[src/rtl/temp_sample_scheduler.sv]
// Periodic temperature sampler: averages 2^AVG_LOG2 good sensor reads, retries failures, latches a fault.
// Optional build macro FAN_FAILSAFE_EN: entering FAULT publishes 8'hFF so the fan runs flat out.
module temp_sample_scheduler #(
    parameter int SAMPLE_PERIOD = 50000000,
    parameter int TIMEOUT_CYC   = 1000000,
    parameter int AVG_LOG2      = 2,
    parameter int MAX_RETRY     = 3,
    parameter int TEMP_MAX      = 100
) (
    input  logic       clk,
    input  logic       rst,
    input  logic       enable,
    output logic       sens_start,
    input  logic       sens_done,
    input  logic       sens_err,
    input  logic [7:0] sens_data,
    output logic [7:0] temp,
    output logic       temp_valid,
    output logic       sensor_fault
);

    localparam int PW = (SAMPLE_PERIOD > 1) ? $clog2(SAMPLE_PERIOD) : 1;
    localparam int TW = $clog2(TIMEOUT_CYC + 1);
    localparam int RW = $clog2(MAX_RETRY + 2);
    localparam int SW = AVG_LOG2 + 1;
    localparam int AW = 8 + AVG_LOG2;

    localparam logic [PW-1:0] PERIOD_LAST = PW'(SAMPLE_PERIOD - 1);
    localparam logic [TW-1:0] TIMEOUT_LIM = TW'(TIMEOUT_CYC);
    localparam logic [RW-1:0] RETRY_LIM   = RW'(MAX_RETRY);
    localparam logic [SW-1:0] SAMPLES     = SW'(1 << AVG_LOG2);
    localparam logic [7:0]    TEMP_LIM    = 8'(TEMP_MAX);

    typedef enum logic [2:0] {
        IDLE,
        START,
        WAIT_DONE,
        PUBLISH,
        FAULT
    } state_t;

    state_t        state_reg, state_next;
    logic [PW-1:0] period_reg;
    logic [TW-1:0] timeout_reg;
    logic [RW-1:0] retry_reg;
    logic [SW-1:0] sample_reg;
    logic [AW-1:0] acc_reg;
    logic [7:0]    temp_reg;
    logic          temp_valid_reg;

    logic          tick;
    logic          sample_ok;
    logic          timeout_hit;
    logic [RW-1:0] retry_inc;
    logic [SW-1:0] sample_inc;
    logic [AW-1:0] acc_sum;
    logic          good;
    logic          fail;
    logic          last_sample;
    logic          give_up;

    assign tick        = enable && (period_reg == PERIOD_LAST);
    assign sample_ok   = !sens_err && (sens_data <= TEMP_LIM);
    assign timeout_hit = (timeout_reg + TW'(1)) == TIMEOUT_LIM;
    assign retry_inc   = retry_reg + RW'(1);
    assign sample_inc  = sample_reg + SW'(1);
    assign acc_sum     = acc_reg + AW'(sens_data);
    assign last_sample = (sample_inc == SAMPLES);
    assign give_up     = (retry_inc > RETRY_LIM);

    always_ff @(posedge clk or posedge rst) begin
        if (rst) begin
            state_reg <= IDLE;
        end else begin
            state_reg <= state_next;
        end
    end

    // sens_done in the same cycle as the timeout is treated as a real response.
    always_comb begin
        state_next = state_reg;
        good       = 1'b0;
        fail       = 1'b0;
        if (!enable) begin
            state_next = IDLE;
        end else begin
            case (state_reg)
                IDLE: begin
                    if (tick) begin
                        state_next = START;
                    end
                end
                START: begin
                    state_next = WAIT_DONE;
                end
                WAIT_DONE: begin
                    if (sens_done) begin
                        if (sample_ok) begin
                            good       = 1'b1;
                            state_next = last_sample ? PUBLISH : IDLE;
                        end else begin
                            fail = 1'b1;
                        end
                    end else if (timeout_hit) begin
                        fail = 1'b1;
                    end
                    if (fail) begin
                        state_next = give_up ? FAULT : START;
                    end
                end
                PUBLISH: begin
                    state_next = IDLE;
                end
                FAULT: begin
                    state_next = FAULT;
                end
                default: begin
                    state_next = IDLE;
                end
            endcase
        end
    end

    always_ff @(posedge clk or posedge rst) begin
        if (rst) begin
            period_reg <= '0;
        end else if (!enable || tick) begin
            period_reg <= '0;
        end else begin
            period_reg <= period_reg + PW'(1);
        end
    end

    always_ff @(posedge clk or posedge rst) begin
        if (rst) begin
            timeout_reg <= '0;
            retry_reg   <= '0;
        end else if (!enable) begin
            timeout_reg <= '0;
            retry_reg   <= '0;
        end else begin
            if (state_reg == START) begin
                timeout_reg <= '0;
            end else if (state_reg == WAIT_DONE) begin
                timeout_reg <= timeout_reg + TW'(1);
            end
            if (good) begin
                retry_reg <= '0;
            end else if (fail) begin
                retry_reg <= retry_inc;
            end
        end
    end

    always_ff @(posedge clk or posedge rst) begin
        if (rst) begin
            sample_reg <= '0;
            acc_reg    <= '0;
        end else if (!enable || state_reg == PUBLISH) begin
            sample_reg <= '0;
            acc_reg    <= '0;
        end else if (good) begin
            sample_reg <= sample_inc;
            acc_reg    <= acc_sum;
        end
    end

    // The average is registered on the final good sample so it is visible during PUBLISH.
    always_ff @(posedge clk or posedge rst) begin
        if (rst) begin
            temp_reg       <= '0;
            temp_valid_reg <= 1'b0;
        end else begin
            temp_valid_reg <= 1'b0;
            if (good && last_sample) begin
                temp_reg       <= acc_sum[AW-1:AVG_LOG2];
                temp_valid_reg <= 1'b1;
            end
`ifdef FAN_FAILSAFE_EN
            if (fail && give_up) begin
                temp_reg       <= 8'hFF;
                temp_valid_reg <= 1'b1;
            end
`endif
        end
    end

    assign sens_start   = (state_reg == START) && enable;
    assign sensor_fault = (state_reg == FAULT);
    assign temp         = temp_reg;
    assign temp_valid   = temp_valid_reg;

endmodule

[config.mk]
export PLATFORM = sky130hd
export DESIGN_NAME = temp_sample_scheduler
export DESIGN_NICKNAME = d
export VERILOG_FILES = /design/src/rtl/temp_sample_scheduler.sv
export SDC_FILE = /design/constraint.sdc
export NUM_CORES = 1
export LEC_CHECK = 0
export ABC_AREA = 1
export CORE_MARGIN = 2
export CORE_UTILIZATION = 55
export DETAILED_ROUTE_END_ITERATION = 10
export GPL_TIMING_DRIVEN = 0
export MAX_ROUTING_LAYER = met4
export PLACE_DENSITY_LB_ADDON = 0.15
export SYNTH_ARGS = -nofsm -noshare
export SYNTH_HDL_FRONTEND = slang
export SYNTH_SLANG_ARGS = --single-unit
export TNS_END_PERCENT = 30
[constraint.sdc]
create_clock -name clk -period 2.75 [get_ports clk]
set_input_delay 0.4125 -clock clk [delete_from_list [all_inputs] [get_ports clk]]
set_output_delay 0.4125 -clock clk [all_outputs]
set_load 0.05 [all_outputs]
[Word-level counts from Yosys, hierarchy flattened]
Cells that the tools add are included.
Cells by class
  $add $sub $neg: 5
  magnitude comparators: 2
  equality and inequality tests: 12
  muxes and demuxes: 31
  reductions and logical operators: 11
Operators with widths (number)
  20-bit 2-to-1 mux: 3
  3-bit 2-to-1 mux: 11
  26-bit by 1-bit adder with 26-bit output, second input constant: 1
  26-bit == test, second input constant: 1
  26-bit 2-to-1 mux: 1
  20-bit by 1-bit adder with 20-bit output, second input constant: 1
  20-bit == test, second input constant: 1
  10-bit 2-to-1 mux: 2
  1-bit 2-to-1 mux: 12
  3-bit case mux with 4 select lines: 1
  10-bit by 8-bit adder with 10-bit output: 1
  8-bit by 7-bit less-or-equal comparator with 1-bit output, second input constant: 1
  4-bit inequality test, second input constant: 2
  3-bit by 1-bit adder with 3-bit output, second input constant: 2
  3-bit by 2-bit == test with 1-bit output, second input constant: 2
  3-bit == test, second input constant: 2
  3-bit by 1-bit inequality test with 1-bit output, second input constant: 2
  1-bit logical AND: 4
  3-bit by 1-bit == test with 1-bit output, second input constant: 1
  3-bit by 2-bit > comparator with 1-bit output, second input constant: 1
  3-bit logical NOT: 1
  3-bit inequality test, second input constant: 1
  3-bit AND reduction: 1
  1-bit logical NOT: 2
  3 further kinds: 4
Storage, ports and cells
  flip-flop bits (word level): 74
  input port bits: 13
  output and inout port bits: 11
  logic and storage cells: 69

[Depth between registers and ports, before layout]
Gate-level depths: netlist of run 1.
  depth in word-level cells: 11
  mapped depth: 16
  mapped depth without buffers: 16

[Worst setup path before layout of run 1]
Ideal clock, no wire load.
  path type: input-to-reg
  start: in sens_data[0]
  end: reg acc_reg[8]
  library setup time: 0.083 ns
  arrival: 1.996 ns
  data required time: 2.667 ns
  setup slack: 0.671 ns
  stages on the path: 12
  buffers on the path: 0
  cell sequence: ha_1 -> fa_1 -> nand3_1 -> nand3_1 -> nand2_1 -> nand2_1 -> a21oi_1 -> o21ai_0 -> a21oi_1 -> xor2_1 -> nand2_1 -> o21ai_0
On the way
  word-level cells in the longest chain between the ends: 7
  elaborated cells on any way between the ends: 10
  classes of those cells: 1 x add/sub; 1 x order compare; 6 x mux; 2 x reduce/logical
RTL lines
  start, declared: line 16  | input logic [7:0] sens_data,
  8-bit by 7-bit less-or-equal comparator with 1-bit output: line 63  | assign sample_ok = !sens_err && (sens_data <= TEMP_LIM);
  1-bit logical AND: line 63
  1-bit 2-to-1 mux: line 98  | if (sample_ok) begin
  1-bit 2-to-1 mux: line 97  | if (sens_done) begin
  1-bit 2-to-1 mux: line 87  | case (state_reg)
  1-bit 2-to-1 mux: line 84  | if (!enable) begin
  2-bit nonzero test (no source line)
  end signal, assigned: line 164  | acc_reg <= acc_sum;
  end, declared: line 47  | logic [AW-1:0] acc_reg;
Parallel ways exist; a longest one is shown, timed or not. The select of a mux whose other input is x is not followed.
A chain may end at the register's enable or synchronous reset.

[Final worst setup path of run 1]
  start: in enable
  end: out sens_start
On the way
  word-level cells in the longest chain between the ends: 1
RTL lines
  start, declared: line 12  | input logic enable,
  1-bit logical AND: line 188  | assign sens_start = (state_reg == START) && enable;
  end, declared: line 13  | output logic sens_start,
Every way passes these cells.

==> impl_metrics.py, run 1 <==
metrics = {
    "clock_tree": {
        "cts_sinks": 74,
        "post-cts-setup-buffers": 0,
        "ctsHoldBuffers": 0,
        "cts_resized": 0,
        "cts_tree": "built",
        "clock_path_buffers": 2,
        "clkLatencyLatePin_ns": 0.36,
        "cts_max_level": 3,
        "clk_pin_slew_ns": 0.09,
        "cts_root_buf": "clkbuf_8",
        "cts_made_buffers": 9,
    },
    "sta": {
        "hold_violations": 0,
        "setup_viol": 0,
        "rsz0062_at_grt": "false",
        "hold_ws_ns": 0.377,
        "maxSlewViolCount": 0,
        "period_needed_ns": 2.63,
        "max_slew_margin_pct": 62.1,
        "finalClockSkew_ns": 0.0138,
        "period_share_pct": 95.7,
        "max_freq_mhz": 380,
        "worstMarginPinSlew_ns": 0.561,
    },
    "pwr": {
        "power.switching_uw": 585,
        "intPower_mw": 1.58,
        "comb_power_share_pct": 8.7,
        "power_leakage_nw": 2.29,
        "ir_drop_uv": 305,
        "power_density_nw_per_um2": 428,
        "p_seq_share_pct": 51.6,
        "clockPowerShare_pct": 39.7,
        "swShare_pct": 27.0,
    },
    "global_route": {
        "grtUsageTotal_pct": 25.4,
        "use_met2_pct": 39.9,
        "grt_util_met1_pct": 34.3,
        "grt_max_degree": 50,
        "grt_pass1_vias": 3783,
        "met3_usage_pct": 3.93,
        "overflow": 0,
        "antenna_found_initial": 0,
        "grt_pass1_wl_um": 17300,
        "busiest_layer": "met2",
    },
    "placed_design": {
        "numPortBuffers": 23,
        "hpwl_um": 7410,
        "gp_congestion": 0.947,
        "dp_cells": 710,
    },
    "floorplan": {
        "core-area_um2": 7810,
        "die_h_um": 94.2,
        "die_w_um": 94.2,
        "die_area_um2": 8880,
        "ioPinCount": 24,
        "row_count": 32,
        "initial_core_util_pct": 57.3,
    },
    "worst_setup_path": {
        "worstReg2RegEnd": "acc_reg[8]",
        "crit_arrival_ns": 2.22,
        "r2r_cells": 12,
        "reg2reg_from": "acc_reg[0]",
        "endpoint_kind": "output pin",
        "timing.reg2reg.setup_slack_ns": 0.44,
        "start_kind": "input port",
        "worstPathRequired_ns": 2.34,
        "cp_max_fo": 7,
        "worstSetupPathType": "in -> out",
    },
    "layout": {
        "largest_register_ffs": 26,
        "fillers": 688,
        "layout_commonest_cell": "nand2_1",
        "final_cells": 726,
        "drive_above_1_share_pct": 8.97,
        "nets": 648,
        "syn_to_final_growth_pct": 13.0,
        "layout_common_cells": "nand2_1, inv_1, dfrtp_1, nor2_1, nand3_1",
        "num_antenna_cells": 0,
    },
    "detailed_routing": {
        "dr_total_vias": 3920,
        "wl_per_cell_um": 13.8,
        "wl_um": 10000,
        "first_pass_iters": 7,
        "drt-initial-drc-count": 255,
        "drcViolationCount": 0,
        "final_antenna_net_count": 0,
        "via_per_inst": 5.40,
    },
    "yosys": {
        "yosys_register_bits": 74,
        "synth_area_um2": 4480,
        "synth_top_flop_cell": "dfrtp_1",
        "ys_warn_count": 0,
        "syn_avg_cell_area_um2": 7.67,
        "netlist_instances": 584,
        "syn-num-nets": 613,
        "ys_seq_area_share_pct": 41.4,
        "synth_cell_type_count": 40,
        "async_flop_share_pct": 100,
        "synth_enable_flop_cells": 0,
    },
    "outcome": {
        "status": "finished clean",
    },
    "flow_run": {
        "drv_cap": 0,
    },
    "worst_hold_path": {
        "hp-class": "in -> async",
    },
}
==> worst max path at each step <==
| stage | from | end | slack, ns | depth (start not counted) |
|---|---|---|---|---|
| 5_1_grt | state_reg[0] | sens_start | 0.02 | 5 |
| 3_5_place_dp | sens_data[0] | acc_reg[8] | -0.001 | 13 |
| 6_report | enable | sens_start | 0.12 | 4 |
| 4_1_cts | enable | sens_start | 0.13 | 4 |
| 2_1_floorplan | rst | acc_reg[0] | 0.46 | 1 |
| 3_3_place_gp | rst | acc_reg[4] | -0.79 | 2 |
==> power groups by stage <==
stage	logic, mW	clock network, mW	registers (mW)
global placement	0.180	0	1.14
detailed placement	0.190	0	1.14
finish	0.188	0.861	1.12
floorplan	0.114	0	1.14
CTS	0.190	0.883	1.12
global route	0.214	0.925	1.12
==> area by class of cell <==
cell class | instances | area, µm² | share of cell area [%]
Sequential cell | 74 | 1850 | 36.6
Clock inverter | 6 | 66.3 | 1.31
Timing Repair Buffer | 24 | 258 | 5.10
Inverter | 84 | 318 | 6.28
Multi-Input combinational cell | 422 | 2290 | 45.3
Tap cell | 102 | 128 | 2.52
Buffer | 4 | 16.3 | 0.322
Clock buffer | 10 | 128 | 2.52
==> cells in the mapped netlist, drive strengths merged, types with 5 or more instances <==
cell,n,area share (%)
dfrtp,74,41
xor2,12,2.3
o22ai,6,0.84
inv,83,7.0
o21ai,43,4.8
a21oi,25,2.8
nand3,45,5.8
nor3,19,2.9
ha,15,4.2
nand2,143,13
a22o,5,0.98
nor2,68,7.2
nand4,17,2.4
==> cells by family (layout without fill, tap and decap cells) <==
kind of cell    count (synthesis)  after routing  synth area share [%]
compound gates                 92             92                  11.8
fa+ha+maj                      16             16                  4.64
simple gates                  301            301                  32.2
buf+inv                        88            128                  7.41
xor+xnor                       13             13                  2.54
flops                          74             74                  41.4
==> worst max-delay path, cell delays in order <==
cell and delay, ns:
clkdlybuf4s50_1 0.59, inv_1 0.20, nor2_1 0.19, clkdlybuf4s50_1 0.82
==> metrics by stage <==
step                cell area [µm²]  power (mW)  setup WS (ns)  setup TNS [ns]  util (%)
global placement               4830        1.32         -0.789          -58.05      61.9
detailed placement             4860        1.33       -0.00138        -0.00138      62.3
CTS                            5060        2.19          0.132               0      64.8
finish                         5060        2.17          0.118               0      64.8
floorplan                      4480        1.26          0.456               0         -
global route                   5060        2.26         0.0170               0      64.8
==> per-layer routing <==
layer | part of all wire (%) | wire length (µm)
met1 | 48 | 4860
met2 | 47 | 4670
met3 | 3.7 | 375
met4 | 1.2 | 122
met5 | 0 | 0
Power figures use the tool's default switching activity.
==> run 2, diff against run 1 <==
--- a/config.mk
+++ b/config.mk
@@ -6,12 +6,13 @@
 export NUM_CORES = 1
 export LEC_CHECK = 0
 export ABC_AREA = 1
-export CORE_MARGIN = 2
 export CORE_UTILIZATION = 55
+export CTS_BUF_LIST = sky130_fd_sc_hd__clkbuf_16
 export DETAILED_ROUTE_END_ITERATION = 10
 export GPL_TIMING_DRIVEN = 0
 export MAX_ROUTING_LAYER = met4
 export PLACE_DENSITY_LB_ADDON = 0.15
+export SLEW_MARGIN = 20
 export SYNTH_ARGS = -nofsm -noshare
 export SYNTH_HDL_FRONTEND = slang
 export SYNTH_SLANG_ARGS = --single-unit
==> impl_metrics.py, run 2 (synthesis gave the netlist of run 1 again) <==
metrics = {
    "worst_setup_path": {
        "worstReg2RegEnd": "acc_reg[8]",
        "worstPathRequired_ns": 2.34,
        "critPathMaxStageDelay_ns": 0.82,
        "endpoint_kind": "output pin",
        "start_kind": "input port",
        "timing.reg2reg.setup_slack_ns": 0.41,
        "cp_max_fo": 7,
        "startpoint": "enable",
        "crit_arrival_ns": 2.19,
        "worstSetupPathType": "in -> out",
        "cpMostUsedCell": "clkdlybuf4s50_1",
        "worst-path-buf-inv": 3,
        "r2r_cells": 12,
        "cp_cell_sequence": "clkdlybuf4s50_1, inv_1, nor2_1, clkdlybuf4s50_1",
        "reg2reg_from": "acc_reg[0]",
        "crit_family": "buffers and inverters",
        "cp_slowest_cell": "clkdlybuf4s50_1",
    },
    "layout": {
        "final_cells": 726,
        "fin_area_um2": 5130,
        "num_antenna_cells": 0,
        "fillers": 665,
        "largest_register_ffs": 26,
        "layout_commonest_cell": "nand2_1",
        "layout_common_cells": "nand2_1, inv_1, dfrtp_1, nor2_1, nand3_1",
        "nets": 648,
        "drive_above_1_share_pct": 9.13,
        "utilization_pct": 65.8,
        "syn_to_final_growth_pct": 14.7,
    },
    "clock_tree": {
        "cts_root_buf": "clkbuf_16",
        "clk_pin_slew_ns": 0.06,
        "post-cts-setup-buffers": 0,
        "cts_max_level": 3,
        "clkLatencyLatePin_ns": 0.33,
        "cts_resized": 0,
        "cts_tree": "built",
        "cts_made_buffers": 9,
        "clock_path_buffers": 2,
        "cts_sinks": 74,
        "ctsHoldBuffers": 0,
    },
    "pwr": {
        "total_power_mw": 2.38,
        "ir_drop_uv": 326,
        "power_density_nw_per_um2": 464,
        "power_leakage_nw": 2.34,
    },
    "outcome": {
        "status": "finished clean",
    },
    "floorplan": {
        "die_h_um": 92.2,
        "die_area_um2": 8500,
        "row_count": 32,
        "initial_core_util_pct": 57.3,
        "ioPinCount": 24,
        "die_w_um": 92.2,
        "core-area_um2": 7810,
    },
    "global_route": {
        "grtUsageTotal_pct": 26.4,
        "antenna_found_initial": 0,
        "overflow": 0,
        "grt_pass1_wl_um": 17400,
        "grt_max_degree": 57,
        "grt_pass1_vias": 3950,
    },
    "detailed_routing": {
        "drt-initial-drc-count": 260,
        "final_antenna_net_count": 0,
        "via_per_inst": 5.59,
        "drcViolationCount": 0,
        "first_pass_iters": 5,
        "dr_total_vias": 4055,
        "wl_per_cell_um": 13.9,
        "wl_um": 10100,
    },
    "sta": {
        "maxSlewViolCount": 0,
        "period_needed_ns": 2.60,
        "hold_violations": 0,
        "worstMarginPinSlew_ns": 0.567,
        "layout_setup_ws_ns": 0.149,
        "max_slew_margin_pct": 61.7,
        "max_freq_mhz": 384,
        "hold_ws_ns": 0.375,
        "setup_viol": 0,
        "period_share_pct": 94.6,
        "setup_tns_ns": 0,
        "finalClockSkew_ns": 0.00526,
        "rsz0062_at_grt": "false",
    },
    "placed_design": {
        "hpwl_um": 7350,
        "dp_cells": 710,
        "numPortBuffers": 23,
        "dpl_worst_slack_ns": -0.0187,
        "gp_congestion": 0.927,
        "place_area_um2": 4860,
    },
    "flow_run": {
        "drv_cap": 0,
    },
    "worst_hold_path": {
        "hp-class": "in -> async",
    },
}
==> run 2: cell count changes in the layout (fill, tap and decap cells not counted) <==
| cell | before | now |
|---|---|---|
| clkinvlp_4 | 3 | 2 |
| clkbuf_16 | 0 | 9 |
| clkinv_2 | 1 | 4 |
| clkbuf_8 | 9 | 0 |
| bufinv_16 | 1 | 0 |
| clkbuf_1 | 2 | 1 |
==> run 2: how the worst max path moves through the flow <==
stage	slack, ns	cells after the start	end
finish	0.15	4	sens_start
global route	0.04	13	acc_reg[8]
global placement	-0.78	2	acc_reg[3]
CTS	0.14	4	sens_start
detailed placement	-0.02	13	acc_reg[8]
floorplan	0.46	1	acc_reg[0]
==> run 2: report_power, final <==
part           internal (mW)  leakage [nW]  switching [mW]
clock                  0.607         0.131           0.468
combinational         0.0601          1.18           0.127
sequential              1.10          1.03          0.0177
==> run 2: per-layer routing <==
metal	track usage, %	up-vias	share of wire (%)	wire length, µm
li1	-	2011	-	-
met3	3.32	23	3.0	305
met4	10.3	0	2.1	215
met5	-	-	0	0
met2	41.5	85	47	4750
met1	35.1	1936	48	4840
==> run 2: layout make-up <==
class | instances | area [µm²] | area share [%]
multi-input combinational | 422 | 2290 | 44.7
sequential | 74 | 1850 | 36.1
inverter | 84 | 318 | 6.19
timing repair buffer | 24 | 258 | 5.02
clock buffer | 9 | 225 | 4.39
tap | 102 | 128 | 2.49
clock inverter | 7 | 43.8 | 0.853
buffer | 4 | 16.3 | 0.317
==> run 3, diff against run 2 <==
--- a/config.mk
+++ b/config.mk
@@ -10,7 +10,6 @@
 export CTS_BUF_LIST = sky130_fd_sc_hd__clkbuf_16
 export DETAILED_ROUTE_END_ITERATION = 10
 export GPL_TIMING_DRIVEN = 0
-export MAX_ROUTING_LAYER = met4
 export PLACE_DENSITY_LB_ADDON = 0.15
 export SLEW_MARGIN = 20
 export SYNTH_ARGS = -nofsm -noshare
==> impl_metrics.py, run 3 (synthesis gave the netlist of run 1 again) <==
metrics = {
    "worst_setup_path": {
        "crit_arrival_ns": 2.24,
        "start_kind": "input port",
        "cpMostUsedCell": "clkdlybuf4s50_1",
        "cp_cell_sequence": "clkdlybuf4s50_1, inv_1, nor2_1, clkdlybuf4s50_1",
        "worst-path-buf-inv": 3,
        "cp_max_fo": 7,
        "cp_slowest_cell": "clkdlybuf4s50_1",
        "timing.reg2reg.setup_slack_ns": 0.44,
        "crit_family": "buffers and inverters",
        "worstSetupPathType": "in -> out",
        "worstPathRequired_ns": 2.34,
        "critPathMaxStageDelay_ns": 0.83,
        "endpoint_kind": "output pin",
    },
    "floorplan": {
        "initial_core_util_pct": 57.3,
        "row_count": 32,
        "core-area_um2": 7810,
        "ioPinCount": 24,
        "die_h_um": 92.2,
        "die_area_um2": 8500,
        "die_w_um": 92.2,
    },
    "sta": {
        "setup_viol": 0,
        "rsz0062_at_grt": "false",
        "worstMarginPinSlew_ns": 0.589,
        "max_freq_mhz": 377,
        "period_needed_ns": 2.65,
        "max_slew_margin_pct": 60.2,
        "maxSlewViolCount": 0,
        "period_share_pct": 96.4,
        "hold_violations": 0,
        "finalClockSkew_ns": 0.00900,
        "layout_setup_ws_ns": 0.0987,
    },
    "clock_tree": {
        "clock_path_buffers": 2,
        "post-cts-setup-buffers": 0,
        "ctsHoldBuffers": 0,
        "clk_pin_slew_ns": 0.07,
        "cts_made_buffers": 9,
        "cts_max_level": 3,
        "cts_sinks": 74,
        "cts_root_buf": "clkbuf_16",
        "cts_resized": 0,
        "cts_tree": "built",
        "clkLatencyLatePin_ns": 0.34,
    },
    "placed_design": {
        "numPortBuffers": 23,
        "gp_congestion": 0.909,
        "dp_cells": 710,
        "hpwl_um": 7580,
        "dpl_worst_slack_ns": -0.0628,
    },
    "global_route": {
        "antenna_found_initial": 0,
        "grtUsageTotal_pct": 26.4,
        "overflow": 0,
        "grt_pass1_vias": 4008,
        "grt_pass1_wl_um": 17800,
        "grt_max_degree": 40,
    },
    "detailed_routing": {
        "final_antenna_net_count": 0,
        "drcViolationCount": 0,
        "wl_per_cell_um": 14.2,
        "drt-initial-drc-count": 205,
        "dr_total_vias": 4016,
        "first_pass_iters": 4,
        "via_per_inst": 5.53,
        "wl_um": 10300,
    },
    "layout": {
        "layout_common_cells": "nand2_1, inv_1, dfrtp_1, nor2_1, nand3_1",
        "layout_commonest_cell": "nand2_1",
        "nets": 648,
        "drive_above_1_share_pct": 9.13,
        "syn_to_final_growth_pct": 15.2,
        "num_antenna_cells": 0,
        "largest_register_ffs": 26,
        "fillers": 672,
        "final_cells": 726,
    },
    "pwr": {
        "intPower_mw": 1.87,
        "swShare_pct": 25.7,
        "power_density_nw_per_um2": 487,
        "comb_power_share_pct": 7.4,
        "total_power_mw": 2.51,
        "ir_drop_uv": 305,
        "clockPowerShare_pct": 48.1,
        "power_leakage_nw": 2.34,
        "p_seq_share_pct": 44.5,
        "power.switching_uw": 645,
    },
    "flow_run": {
        "drv_cap": 0,
    },
    "outcome": {
        "status": "finished clean",
    },
    "worst_hold_path": {
        "hp-class": "in -> async",
    },
}
==> run 3: cell count changes in the layout (fill, tap and decap cells not counted), sizes merged <==
cell,delta
clkinv,-2
bufinv,+1
inv,+1
==> run 3: area by class of cell <==
type                            instances  area, µm²  share of cell area [%]
Inverter                               84        318                    6.16
Tap cell                              102        128                    2.47
Clock buffer                            9        225                    4.37
Clock inverter                          7       76.3                    1.48
Multi-Input combinational cell        422       2290                    44.5
Sequential cell                        74       1850                    35.9
Buffer                                  4       16.3                   0.315
Timing Repair Buffer                   24        250                    4.85
==> run 3: power groups by stage <==
stage	registers (mW)	logic (mW)	clock network (mW)
6_report	1.12	0.187	1.21
5_1_grt	1.12	0.212	1.26
4_1_cts	1.12	0.189	1.22
3_5_place_dp	1.14	0.188	0
3_3_place_gp	1.14	0.180	0
2_1_floorplan	1.14	0.114	0
==> run 3: worst paths after layout <==
kind | endpoint | depth (start not counted) | start
worst max-delay path | sens_start | 4 | enable
worst min-delay path | period_reg[10] | 2 | rst
worst max register to register | acc_reg[8] | 12 | acc_reg[0]
worst min register to register | temp[0] | 2 | temp[0]
max in group asynchronous | timeout_reg[14] | 3 | rst
min in group clk | temp[0] | 2 | temp[0]
==> run 3: metrics by stage <==
stage	instance area [µm²]	TNS (ns)	hold WS, ns	util, %
5_1_grt	5160	0	0.482	66.1
3_5_place_dp	4860	-0.0634	0.465	62.2
4_1_cts	5160	0	0.454	66.1
6_report	5160	0	0.436	66.1
3_3_place_gp	4830	-59.39	0.457	61.9
2_1_floorplan	4480	0	0.447	-
==> run 3: routing by layer <==
metal  track usage [%]  share of wire (%)
met2              43.0                 47
met1              34.8                 47
met4              11.6                1.9
met5                 0                  0
met3              3.98                4.3
